File: config.mk
export PLATFORM = sky130hd
export DESIGN_NAME = sb_cfg_shadow
export DESIGN_NICKNAME = d
export VERILOG_FILES = /design/src/rtl/sb_cfg_shadow.sv
export SDC_FILE = /design/constraint.sdc
export NUM_CORES = 1
export LEC_CHECK = 0
export BUFFER_PORTS_ARGS = -buffer_cell sky130_fd_sc_hd__buf_2
export CAP_MARGIN = 20
export CORE_AREA = 2 2 104 106
export DETAILED_ROUTE_END_ITERATION = 8
export DIE_AREA = 0 0 106 108
export GPL_ROUTABILITY_DRIVEN = 0
export SLEW_MARGIN = 15
export SYNTH_ARGS = -nofsm -noshare
export SYNTH_HDL_FRONTEND = slang
export SYNTH_SLANG_ARGS = --single-unit
File: constraint.sdc
create_clock -name prog_clk -period 4.84 [get_ports prog_clk]
set_input_delay 0 -clock prog_clk [delete_from_list [all_inputs] [get_ports prog_clk]]
set_output_delay 0 -clock prog_clk [all_outputs]
set_load 0.005 [all_outputs]
File: src/rtl/sb_cfg_shadow.sv
// Switch block whose routing is scanned in over ccff and applied atomically on commit.
// Define SB_CFG_PARITY_EN to add an even-parity bit at the head of the chain.
module sb_cfg_shadow #(
    parameter int CHAN_W = 9,
    parameter int SEL_W  = 2,
    localparam int L     = 2 * CHAN_W * SEL_W,
`ifdef SB_CFG_PARITY_EN
    localparam int CL    = L + 1,
`else
    localparam int CL    = L,
`endif
    localparam int CNT_W = $clog2(CL + 1)
) (
    input  logic              prog_clk,
    input  logic              prog_rst_n,
    input  logic [CHAN_W-1:0] chany_bottom_in,
    input  logic [CHAN_W-1:0] chanx_left_in,
    input  logic [CHAN_W-1:0] bottom_pin_in,
    input  logic [CHAN_W-1:0] left_pin_in,
    input  logic              ccff_head,
    input  logic              ccff_shift_en,
    input  logic              ccff_commit,
    output logic [CHAN_W-1:0] chany_bottom_out,
    output logic [CHAN_W-1:0] chanx_left_out,
    output logic              ccff_tail,
    output logic [CNT_W-1:0]  cfg_count,
    output logic              cfg_valid,
    output logic              cfg_err
);

    localparam logic [1:0] ST_IDLE   = 2'd0;
    localparam logic [1:0] ST_SHIFT  = 2'd1;
    localparam logic [1:0] ST_COMMIT = 2'd2;

    logic [1:0]        state;
    logic [1:0]        state_nxt;
    logic [CL-1:0]     sreg;
    logic [L-1:0]      shd;
    logic [CHAN_W-1:0] xb;
    logic [CHAN_W-1:0] xl;
    logic [CHAN_W-1:0] xb_q;
    logic [CHAN_W-1:0] xl_q;
    logic              par_ok;
    logic              cnt_full;
    logic              commit_req;
    logic              commit_ok;
    logic              err_nxt;

    // Cross tracks: bottom i takes left (i+1), left i takes bottom (i-1).
    for (genvar i = 0; i < CHAN_W; i++) begin : g_cross
        assign xb[i] = chanx_left_in[(i + 1) % CHAN_W];
        assign xl[i] = chany_bottom_in[(i + CHAN_W - 1) % CHAN_W];
    end

`ifdef SB_CFG_PARITY_EN
    assign par_ok = ~^sreg;
`else
    assign par_ok = 1'b1;
`endif

    assign ccff_tail  = sreg[CL-1];
    assign cnt_full   = (cfg_count == CNT_W'(CL));
    assign commit_req = (state == ST_IDLE) && ccff_commit && !ccff_shift_en;
    assign commit_ok  = commit_req && cnt_full && par_ok;
    assign err_nxt    = (ccff_commit && ccff_shift_en) || (commit_req && !commit_ok);

    always_comb begin
        state_nxt = state;
        case (state)
            ST_IDLE: begin
                if (ccff_shift_en)
                    state_nxt = ST_SHIFT;
                else if (ccff_commit)
                    state_nxt = ST_COMMIT;
            end
            ST_SHIFT: begin
                if (!ccff_shift_en)
                    state_nxt = ST_IDLE;
            end
            ST_COMMIT: state_nxt = ST_IDLE;
            default:   state_nxt = ST_IDLE;
        endcase
    end

    always_ff @(posedge prog_clk or negedge prog_rst_n) begin
        if (!prog_rst_n) begin
            state   <= ST_IDLE;
            cfg_err <= 1'b0;
            xb_q    <= '0;
            xl_q    <= '0;
        end else begin
            state   <= state_nxt;
            cfg_err <= err_nxt;
            xb_q    <= xb;
            xl_q    <= xl;
        end
    end

    always_ff @(posedge prog_clk or negedge prog_rst_n) begin
        if (!prog_rst_n) begin
            sreg <= '0;
        end else if (ccff_shift_en) begin
            sreg <= {sreg[CL-2:0], ccff_head};
        end
    end

    // A commit never coincides with a shift, so the two branches are exclusive.
    always_ff @(posedge prog_clk or negedge prog_rst_n) begin
        if (!prog_rst_n) begin
            shd       <= '0;
            cfg_valid <= 1'b0;
            cfg_count <= '0;
        end else if (commit_ok) begin
            shd       <= sreg[L-1:0];
            cfg_valid <= 1'b1;
            cfg_count <= '0;
        end else if (ccff_shift_en && !cnt_full) begin
            cfg_count <= cfg_count + CNT_W'(1);
        end
    end

    always_comb begin
        chany_bottom_out = '0;
        chanx_left_out   = '0;
        for (int i = 0; i < CHAN_W; i++) begin
            case (shd[2*i +: 2])
                2'd1:    chany_bottom_out[i] = bottom_pin_in[i];
                2'd2:    chany_bottom_out[i] = xb[i];
                2'd3:    chany_bottom_out[i] = xb_q[i];
                default: chany_bottom_out[i] = 1'b0;
            endcase
            case (shd[2*(CHAN_W+i) +: 2])
                2'd1:    chanx_left_out[i] = left_pin_in[i];
                2'd2:    chanx_left_out[i] = xl[i];
                2'd3:    chanx_left_out[i] = xl_q[i];
                default: chanx_left_out[i] = 1'b0;
            endcase
        end
    end

endmodule

==> impl_metrics.py, run 1 <==
metrics = {
    "status": {
        "outcome": "finished clean",
    },
    "sta": {
        "relSlewSlack": 0.544,
        "drv_slew": 0,
        "final_hold_viol_count": 0,
        "timing.fmax_mhz": 399,
        "timing.final.crit_period_ns": 2.51,
        "fin_ws_ns": 2.33,
        "worst_pin_slew_ns": 0.684,
        "finalCritPeriodShare": 0.518,
        "setup_viol": 0,
        "fin_tns_setup_ns": 0,
        "clock_skew_ns": 0.00633,
        "rsz0062_at_grt": "no",
    },
    "job": {
        "max_cap_viol_count": 0,
    },
    "drt": {
        "route.detailed.drc": 0,
        "via_per_inst": 4.75,
        "firstDrtPassIters": 4,
        "wl_per_cell_microns": 12.9,
        "vias": 2481,
        "wl_microns": 6750,
        "drtAntennaViolNets": 0,
        "dr.first_iter.drc_count": 71,
    },
    "pwr": {
        "power_frac_seq": 0.581,
        "p_per_area_nw_per_um2": 389,
        "power_mw": 1.91,
        "ir_drop_mv": 0.241,
        "p_sw_frac": 0.265,
        "p_comb_frac": 0.149,
        "p_clk_frac": 0.271,
        "internal-power_mw": 1.40,
        "p_leak_nw": 2.35,
        "p_sw_mw": 0.506,
    },
    "placement": {
        "portBuffers": 67,
        "dp_slack_ns": 2.30,
        "place_area_sq_um": 4510,
        "hpwl_microns": 4430,
    },
    "global_route": {
        "grt_usage": 0.131,
        "grt_most_used_layer": "met2",
        "grt-ovfl-total": 0,
        "grt_antenna_before_repair": 0,
        "met2_usage": 0.206,
        "use_met1": 0.175,
        "use_met3": 0.0434,
        "grt_pass1_wl_microns": 11900,
        "grt_pass1_vias": 2576,
        "grt_start_max_net_pins": 57,
    },
    "synth": {
        "syn_area_sq_um": 4050,
        "synth.avg_cell_area_sq_um": 14.0,
        "synthAdderAreaFrac": 0.00618,
        "yosysTopAreaCellShare": 0.618,
        "post_synth_and_or_nand_nor_area_fraction": 0.0624,
        "ys_warn_count": 0,
        "synthTopCellsByArea": "dfrtp_1 (62%), mux2_2 (24%), nand2_1 (3.7%), o21ai_0 (2.5%), buf_6 (1.4%)",
        "netlist_instances": 289,
        "synth_top_family_by_area": "multiplexers",
        "synth_xor_xnor_area_share": 0.00216,
        "synth_compound_area_frac": 0.0401,
        "ys_seq_area_frac": 0.618,
        "ys_types": 25,
        "synth_seq_cells": 100,
        "muxShareOfSynthArea": 0.250,
        "syn-num-nets": 332,
        "yosys.area.top_type": "dfrtp_1",
    },
    "final_layout": {
        "fin_nets": 424,
        "final_util": 0.480,
        "drive_gt1_frac": 0.459,
        "nFillCells": 922,
        "antennaDiodeCount": 0,
        "finalInstanceArea_sq_um": 4910,
        "synthToLayoutAreaGrowth_pct": 21.2,
    },
    "cts": {
        "postCtsSetupBuffers": 0,
        "tritoncts": "built",
        "clock_path_buffers": 2,
        "clk_pin_slew_worst_paths_ns": 0.09,
        "cts_made_buffers": 9,
        "htreeDepth": 3,
        "clkLatencyLatePin_ns": 0.35,
        "cts.sinks": 100,
        "cts_root_buf": "clkbuf_8",
    },
    "min_path": {
        "hold_path.class": "input pin to async pin",
    },
    "floorplan": {
        "die_w_microns": 106,
        "core-area_sq_um": 10200,
        "ios": 68,
        "core.rowCount": 37,
        "die_y_microns": 108,
        "dieArea_sq_um": 11400,
        "start_util": 0.396,
    },
    "critical_path": {
        "critPathLaunchType": "flip-flop",
        "reg2reg_to": "shd[24]$_DFFE_PN0P_",
        "arrival_ns": 2.75,
        "worstPathRequired_ns": 5.08,
        "r2r_slack_ns": 2.33,
        "r2r_start": "cfg_count[0]$_DFFE_PN0P_",
        "worstSetupPathType": "flip-flop to flip-flop",
        "path_max_fanout": 29,
        "reg2reg_depth": 6,
        "end_kind": "flip-flop",
    },
}
==> layout by cell type (no fill, tap or decap), types with 2 or more instances in the layout <==
cell / instances
a21oi_1: 2
buf_2: 66
buf_4: 4
clkbuf_8: 9
clkinv_2: 2
clkinvlp_4: 2
dfrtp_1: 100
dlygate4sd3_1: 21
ha_1: 2
inv_1: 3
mux2_1: 3
mux2_2: 87
nand2_1: 40
nor2_1: 2
nor2b_1: 3
o21a_1: 3
o21ai_0: 20
or2_2: 3
==> critical path, stage by stage, from the launching register on <==
cell and delay [ns]:
dfrtp_1 0.44, inv_1 0.10, ha_1 0.16, nand4b_1 0.27, nor3_4 0.57, buf_4 0.47, mux2_2 0.38
==> layout make-up <==
class | count | area, sq um | share of cell area
clock inverter | 6 | 63.8 | 0.0130
inverter | 3 | 11.3 | 0.00229
sequential | 100 | 2500 | 0.510
multi-input combinational | 176 | 1460 | 0.298
tap | 136 | 170 | 0.0347
timing repair buffer | 91 | 571 | 0.116
clock buffer | 10 | 128 | 0.0260
==> registers in the layout, indices dropped and copies added, names as in the netlist <==
register	flops
shd	36
state	2
xl_q	9
cfg_valid	1
xb_q	9
cfg_err	1
sreg	36
cfg_count	6
==> cell usage after synthesis <==
| library cell | n |
|---|---|
| o31ai_1 | 1 |
| nand2_1 | 40 |
| nor3_4 | 1 |
| o21ai_0 | 20 |
| o21a_1 | 3 |
| nor2_1 | 2 |
| ha_1 | 2 |
| o22ai_1 | 1 |
| nand4b_1 | 1 |
| or4b_4 | 1 |
| and3_1 | 1 |
| dfrtp_1 | 100 |
| a21oi_1 | 2 |
| or2_2 | 3 |
| xnor2_1 | 1 |
| or3_1 | 1 |
| nand4_1 | 1 |
| inv_1 | 3 |
| buf_6 | 5 |
| o32ai_1 | 1 |
| mux2_1 | 3 |
| mux2_2 | 87 |
| clkbuf_1 | 5 |
| nor2b_1 | 3 |
| a211oi_1 | 1 |
==> power groups by stage <==
stage	clock, mW	combinational [mW]	sequential (mW)
2_1_floorplan	0	0.195	1.08
3_3_place_gp	0	0.266	1.12
3_5_place_dp	0	0.277	1.13
4_1_cts	0.538	0.291	1.11
5_1_grt	0.576	0.324	1.14
6_report	0.516	0.284	1.11
==> per-layer routing <==
| metal | wire (microns) | part of all wire | up-vias |
|---|---|---|---|
| li1 | - | - | 1191 |
| met1 | 3240 | 0.48 | 1223 |
| met3 | 324 | 0.048 | 9 |
| met2 | 3100 | 0.46 | 58 |
| met5 | 0 | 0 | - |
| met4 | 79 | 0.012 | 0 |
==> through the flow <==
step	cells	hold slack, ns
floorplan	289	-0.296
global placement	485	0.0887
detailed placement	485	0.0933
CTS	522	0.249
global route	522	0.266
finish	522	0.230
==> cell families (layout without fill, tap and decap cells) <==
| kind of cell | count (synthesis) | in the layout |
|---|---|---|
| AOI/OAI and AO/OA | 29 | 29 |
| xor gates and xnor gates | 1 | 1 |
| adders and majority gates | 2 | 2 |
| buffers and inverters | 13 | 110 |
| DFF | 100 | 100 |
| muxes | 90 | 90 |
| and+or+nand+nor | 54 | 54 |
==> worst max path at each step <==
stage | depth (start not counted) | startpoint | end | slack (ns)
detailed placement | 6 | cfg_count[0]$_DFFE_PN0P_ | shd[11]$_DFFE_PN0P_ | 2.30
finish | 6 | cfg_count[0]$_DFFE_PN0P_ | shd[24]$_DFFE_PN0P_ | 2.33
floorplan | 6 | cfg_count[0]$_DFFE_PN0P_ | shd[0]$_DFFE_PN0P_ | 3.03
global route | 6 | cfg_count[0]$_DFFE_PN0P_ | shd[24]$_DFFE_PN0P_ | 2.10
global placement | 6 | ccff_shift_en | shd[25]$_DFFE_PN0P_ | 2.42
CTS | 6 | cfg_count[0]$_DFFE_PN0P_ | shd[24]$_DFFE_PN0P_ | 2.28
==> timing repair <==
action                    CTS  global route
hold buffers               21             0
gates resized for setup     0             0
hold endpoints to repair   75             0
(Power assumes the default switching activity.)
==> inputs of run 2 (changes only) <==
==> constraint.sdc (replaced) <==
create_clock -name prog_clk -period 2.4 [get_ports prog_clk]
set_input_delay 0 -clock prog_clk [delete_from_list [all_inputs] [get_ports prog_clk]]
set_output_delay 0 -clock prog_clk [all_outputs]
set_load 0.005 [all_outputs]
==> impl_metrics.py, run 2 (synthesis results as in run 1) <==
metrics = {
    "placement": {
        "hpwl_microns": 4620,
        "numPlacedInstances": 489,
        "portBuffers": 67,
        "place_area_sq_um": 4540,
    },
    "sta": {
        "drv_slew": 0,
        "timing.fmax_mhz": 501,
        "relSlewSlack": 0.636,
        "setup_viol": 0,
        "final_hold_viol_count": 0,
        "finalCritPeriodShare": 0.832,
        "timing.final.crit_period_ns": 2.00,
        "rsz0062_at_grt": "no",
        "worst_pin_slew_ns": 0.546,
        "clock_skew_ns": 0.00675,
        "fin_tns_setup_ns": 0,
    },
    "drt": {
        "drtAntennaViolNets": 0,
        "wl_per_cell_microns": 13.1,
        "via_per_inst": 4.71,
        "wl_microns": 6900,
        "vias": 2478,
        "dr.first_iter.drc_count": 112,
        "route.detailed.drc": 0,
        "firstDrtPassIters": 4,
    },
    "floorplan": {
        "ios": 68,
        "core-area_sq_um": 10200,
        "die_y_microns": 108,
        "core.rowCount": 37,
        "start_util": 0.396,
        "dieArea_sq_um": 11400,
        "die_w_microns": 106,
    },
    "cts": {
        "clock_path_buffers": 2,
        "postCtsSetupBuffers": 0,
        "clk_pin_slew_worst_paths_ns": 0.09,
        "cts_made_buffers": 9,
        "cts.sinks": 100,
        "hold_buffers": 22,
        "cts_resized": 0,
        "tritoncts": "built",
        "clkLatencyLatePin_ns": 0.35,
        "cts_root_buf": "clkbuf_8",
        "htreeDepth": 3,
    },
    "critical_path": {
        "arrival_ns": 2.24,
        "worstSetupPathType": "flip-flop to flip-flop",
        "end_kind": "flip-flop",
        "path_max_fanout": 15,
        "worstPathRequired_ns": 2.64,
        "r2r_start": "cfg_count[0]$_DFFE_PN0P_",
        "reg2reg_depth": 6,
        "reg2reg_to": "shd[3]$_DFFE_PN0P_",
        "critPathLaunchType": "flip-flop",
        "r2r_slack_ns": 0.40,
    },
    "job": {
        "max_cap_viol_count": 0,
    },
    "pwr": {
        "power_mw": 3.77,
        "p_leak_nw": 2.37,
        "ir_drop_mv": 0.328,
        "p_per_area_nw_per_um2": 766,
    },
    "final_layout": {
        "most-common-layout-cells": "dfrtp_1 (100), mux2_2 (87), buf_2 (66)",
        "finalInstanceArea_sq_um": 4930,
        "drive_gt1_frac": 0.456,
        "fin_nets": 429,
        "mostFrequentLayoutCell": "dfrtp_1",
        "synthToLayoutAreaGrowth_pct": 21.6,
        "reg.largest.list": "shd (36), sreg (36)",
        "final_cell_count_no_fill": 526,
        "antennaDiodeCount": 0,
    },
    "global_route": {
        "grt-ovfl-total": 0,
        "grt_usage": 0.132,
        "grt_start_max_net_pins": 46,
        "grt_pass1_wl_microns": 11800,
        "grt_antenna_before_repair": 0,
        "grt_pass1_vias": 2511,
    },
    "min_path": {
        "hold_path.class": "input pin to async pin",
    },
    "status": {
        "outcome": "finished clean",
    },
}
[run 2: cell count changes in the layout (fill, tap and decap cells not counted)]
cell | previous run | this run
dlygate4sd3_1 | 21 | 22
buf_4 | 4 | 8
clkinvlp_4 | 2 | 1
clkbuf_8 | 9 | 11
bufinv_16 | 1 | 0
clkinv_2 | 2 | 0
inv_6 | 1 | 0
clkbuf_1 | 1 | 3
[run 2: routing by layer]
metal	wire length (microns)	part of all wire	track usage
met5	0	0	0
met2	3220	0.47	0.213
met3	275	0.040	0.0325
met1	3300	0.48	0.171
met4	112	0.016	0.0564
[run 2: area by class of cell]
cell class	count	area, sq um
clock inverters	1	7.51
well taps	136	170
inverters	3	11.3
repair buffers	96	611
fillers	934	5300
flip-flops and latches	100	2500
multi-input cells	176	1460
clock buffers	14	163
[run 2: power by group]
group	switching [mW]	internal (mW)
clock network	0.537	0.431
registers	0.242	1.99
logic	0.215	0.362
total	0.994	2.78
[run 2: how the worst max path moves through the flow]
stage                                  start                 end  slack [ns]  cells past startpoint
floorplan           cfg_count[0]$_DFFE_PN0P_  shd[0]$_DFFE_PN0P_        0.59                      6
global placement    cfg_count[0]$_DFFE_PN0P_  shd[1]$_DFFE_PN0P_        0.52                      6
detailed placement  cfg_count[0]$_DFFE_PN0P_  shd[3]$_DFFE_PN0P_        0.41                      6
CTS                 cfg_count[0]$_DFFE_PN0P_  shd[3]$_DFFE_PN0P_        0.39                      6
global route        cfg_count[0]$_DFFE_PN0P_  shd[3]$_DFFE_PN0P_        0.26                      6
finish              cfg_count[0]$_DFFE_PN0P_  shd[3]$_DFFE_PN0P_        0.40                      6
[run 2: critical path, stage by stage, from the launching register on]
cell,delay (ns)
dfrtp_1,0.43
inv_1,0.10
ha_1,0.15
nand4b_1,0.27
nor3_4,0.29
buf_4,0.28
mux2_2,0.36
[run 2: stage by stage]
| stage | setup slack, ns | util | hold WS, ns |
|---|---|---|---|
| 2_1_floorplan | 0.595 | - | -0.296 |
| 3_3_place_gp | 0.522 | 0.443 | 0.0271 |
| 3_5_place_dp | 0.411 | 0.443 | 0.0240 |
| 4_1_cts | 0.387 | 0.482 | 0.174 |
| 5_1_grt | 0.265 | 0.482 | 0.208 |
| 6_report | 0.402 | 0.482 | 0.179 |
==> inputs of run 3 (changes only) <==
==> constraint.sdc (replaced) <==
create_clock -name prog_clk -period 1.9 [get_ports prog_clk]
set_input_delay 0 -clock prog_clk [delete_from_list [all_inputs] [get_ports prog_clk]]
set_output_delay 0 -clock prog_clk [all_outputs]
set_load 0.005 [all_outputs]
==> impl_metrics.py, run 3 (synthesis results as in run 1) <==
metrics = {
    "status": {
        "outcome": "finished clean",
    },
    "sta": {
        "timing.final.crit_period_ns": 1.86,
        "fin_ws_ns": 0.0416,
        "finalCritPeriodShare": 0.978,
        "fin_tns_setup_ns": 0,
        "setup_viol": 0,
        "final_hold_viol_count": 0,
        "rsz0062_at_grt": "yes",
        "worst_pin_slew_ns": 0.537,
        "clock_skew_ns": 0.0101,
        "drv_slew": 0,
        "relSlewSlack": 0.642,
        "timing.fmax_mhz": 538,
        "hold_slack_ns": 0.0871,
    },
    "cts": {
        "clk_pin_slew_worst_paths_ns": 0.09,
        "htreeDepth": 3,
        "clock_path_buffers": 2,
        "clkLatencyLatePin_ns": 0.37,
        "cts_made_buffers": 9,
        "postCtsSetupBuffers": 0,
        "cts_root_buf": "clkbuf_8",
        "cts.sinks": 100,
        "tritoncts": "built",
    },
    "global_route": {
        "grt_start_max_net_pins": 46,
        "grt-ovfl-total": 0,
        "grt_pass1_vias": 2570,
        "grt_antenna_before_repair": 0,
        "grt_pass1_wl_microns": 12000,
        "grt_usage": 0.134,
    },
    "final_layout": {
        "nFillCells": 903,
        "fin_nets": 431,
        "reg.largest.list": "shd (36), sreg (36)",
        "drive_gt1_frac": 0.471,
        "most-common-layout-cells": "dfrtp_1 (100), mux2_2 (87), buf_2 (66)",
        "multi_input_area_sq_um": 1460,
        "ff_latch_area_sq_um": 2500,
        "antennaDiodeCount": 0,
        "finalInstanceArea_sq_um": 5060,
        "synthToLayoutAreaGrowth_pct": 24.9,
        "mostFrequentLayoutCell": "dfrtp_1",
    },
    "floorplan": {
        "ios": 68,
        "dieArea_sq_um": 11400,
        "die_y_microns": 108,
        "core.rowCount": 37,
        "start_util": 0.396,
        "core-area_sq_um": 10200,
        "die_w_microns": 106,
    },
    "critical_path": {
        "critical_path_buf_inv_count": 1,
        "crit_slowest_cell": "or4b_4",
        "critPathTopFamily": "simple AND/OR/NAND/NOR gates",
        "r2r_start": "state[1]$_DFFE_PN0P_",
        "path_max_fanout": 21,
        "arrival_ns": 2.11,
        "crit_path_cell_trace": "or4b_4, nor3_4, buf_12, mux2_2",
        "worstSetupPathType": "flip-flop to flip-flop",
        "critPathLaunchType": "flip-flop",
        "reg2reg_depth": 4,
        "worstPathRequired_ns": 2.15,
        "r2r_slack_ns": 0.04,
        "end_kind": "flip-flop",
        "reg2reg_to": "shd[12]$_DFFE_PN0P_",
        "max_stage_delay_ns": 0.55,
    },
    "drt": {
        "dr.first_iter.drc_count": 56,
        "route.detailed.drc": 0,
        "firstDrtPassIters": 4,
        "wl_per_cell_microns": 13.1,
        "wl_microns": 6910,
        "via_per_inst": 4.71,
        "vias": 2490,
        "drtAntennaViolNets": 0,
    },
    "pwr": {
        "p_per_area_nw_per_um2": 1030,
        "p_leak_nw": 2.43,
        "ir_drop_mv": 0.566,
    },
    "min_path": {
        "hold_path.class": "input pin to async pin",
    },
    "placement": {
        "dp_slack_ns": 0.0490,
        "hpwl_microns": 4690,
        "place_area_sq_um": 4590,
        "portBuffers": 67,
    },
    "job": {
        "max_cap_viol_count": 0,
    },
}
[run 3: cell types whose count changed in the layout (fill, tap and decap cells not counted), sizes merged]
| cell | before | now |
|---|---|---|
| buf | 74 | 76 |
| bufinv | 0 | 3 |
| clkbuf | 14 | 10 |
| clkinv | 0 | 2 |
[run 3: power breakdown]
group	switching (mW)	internal [mW]	leakage, nW
clock	0.720	0.910	0.122
sequential	0.278	2.51	1.29
combinational	0.298	0.483	1.01
total	1.30	3.90	2.43
[run 3: worst max-delay path by stage]
| stage | startpoint | endpoint | slack [ns] | cells past startpoint |
|---|---|---|---|---|
| after global placement | state[1]$_DFFE_PN0P_ | shd[13]$_DFFE_PN0P_ | 0.09 | 4 |
| after floorplan | cfg_count[0]$_DFFE_PN0P_ | shd[0]$_DFFE_PN0P_ | 0.09 | 6 |
| after CTS | state[1]$_DFFE_PN0P_ | shd[12]$_DFFE_PN0P_ | 0.03 | 4 |
| after detailed placement | state[1]$_DFFE_PN0P_ | shd[9]$_DFFE_PN0P_ | 0.05 | 4 |
| after global routing | cfg_count[1]$_DFFE_PN0P_ | shd[3]$_DFFE_PN0P_ | -0.03 | 6 |
| final | state[1]$_DFFE_PN0P_ | shd[12]$_DFFE_PN0P_ | 0.04 | 4 |
[run 3: stage by stage]
stage	total power [mW]	instances	utilization
6_report	5.20	529	0.494
5_1_grt	5.52	529	0.494
4_1_cts	5.29	529	0.494
3_5_place_dp	3.60	491	0.449
3_3_place_gp	3.56	491	0.449
2_1_floorplan	3.25	289	-
[run 3: routing by layer]
layer	vias to the layer above	wire length [microns]	GRT usage
met5	-	0	0
met4	0	113	0.0573
met3	10	336	0.0410
met2	53	3230	0.223
met1	1216	3240	0.163
li1	1211	-	-
[run 3: repair_timing]
| item | 4_1_cts | 5_1_grt |
|---|---|---|
| endpoints found under the hold margin | 121 | 0 |
| hold buffers | 22 | 0 |
| endpoints found under the setup margin | 0 | 36 |
| resized for setup | 0 | 1 |
[run 3: area by class of cell]
class                           count  area share
Clock buffer                       10      0.0272
Tap cell                          136      0.0336
Sequential cell                   100       0.495
Timing Repair Buffer               98       0.131
Inverter                            3     0.00223
Clock inverter                      6      0.0220
Multi-Input combinational cell    176       0.289
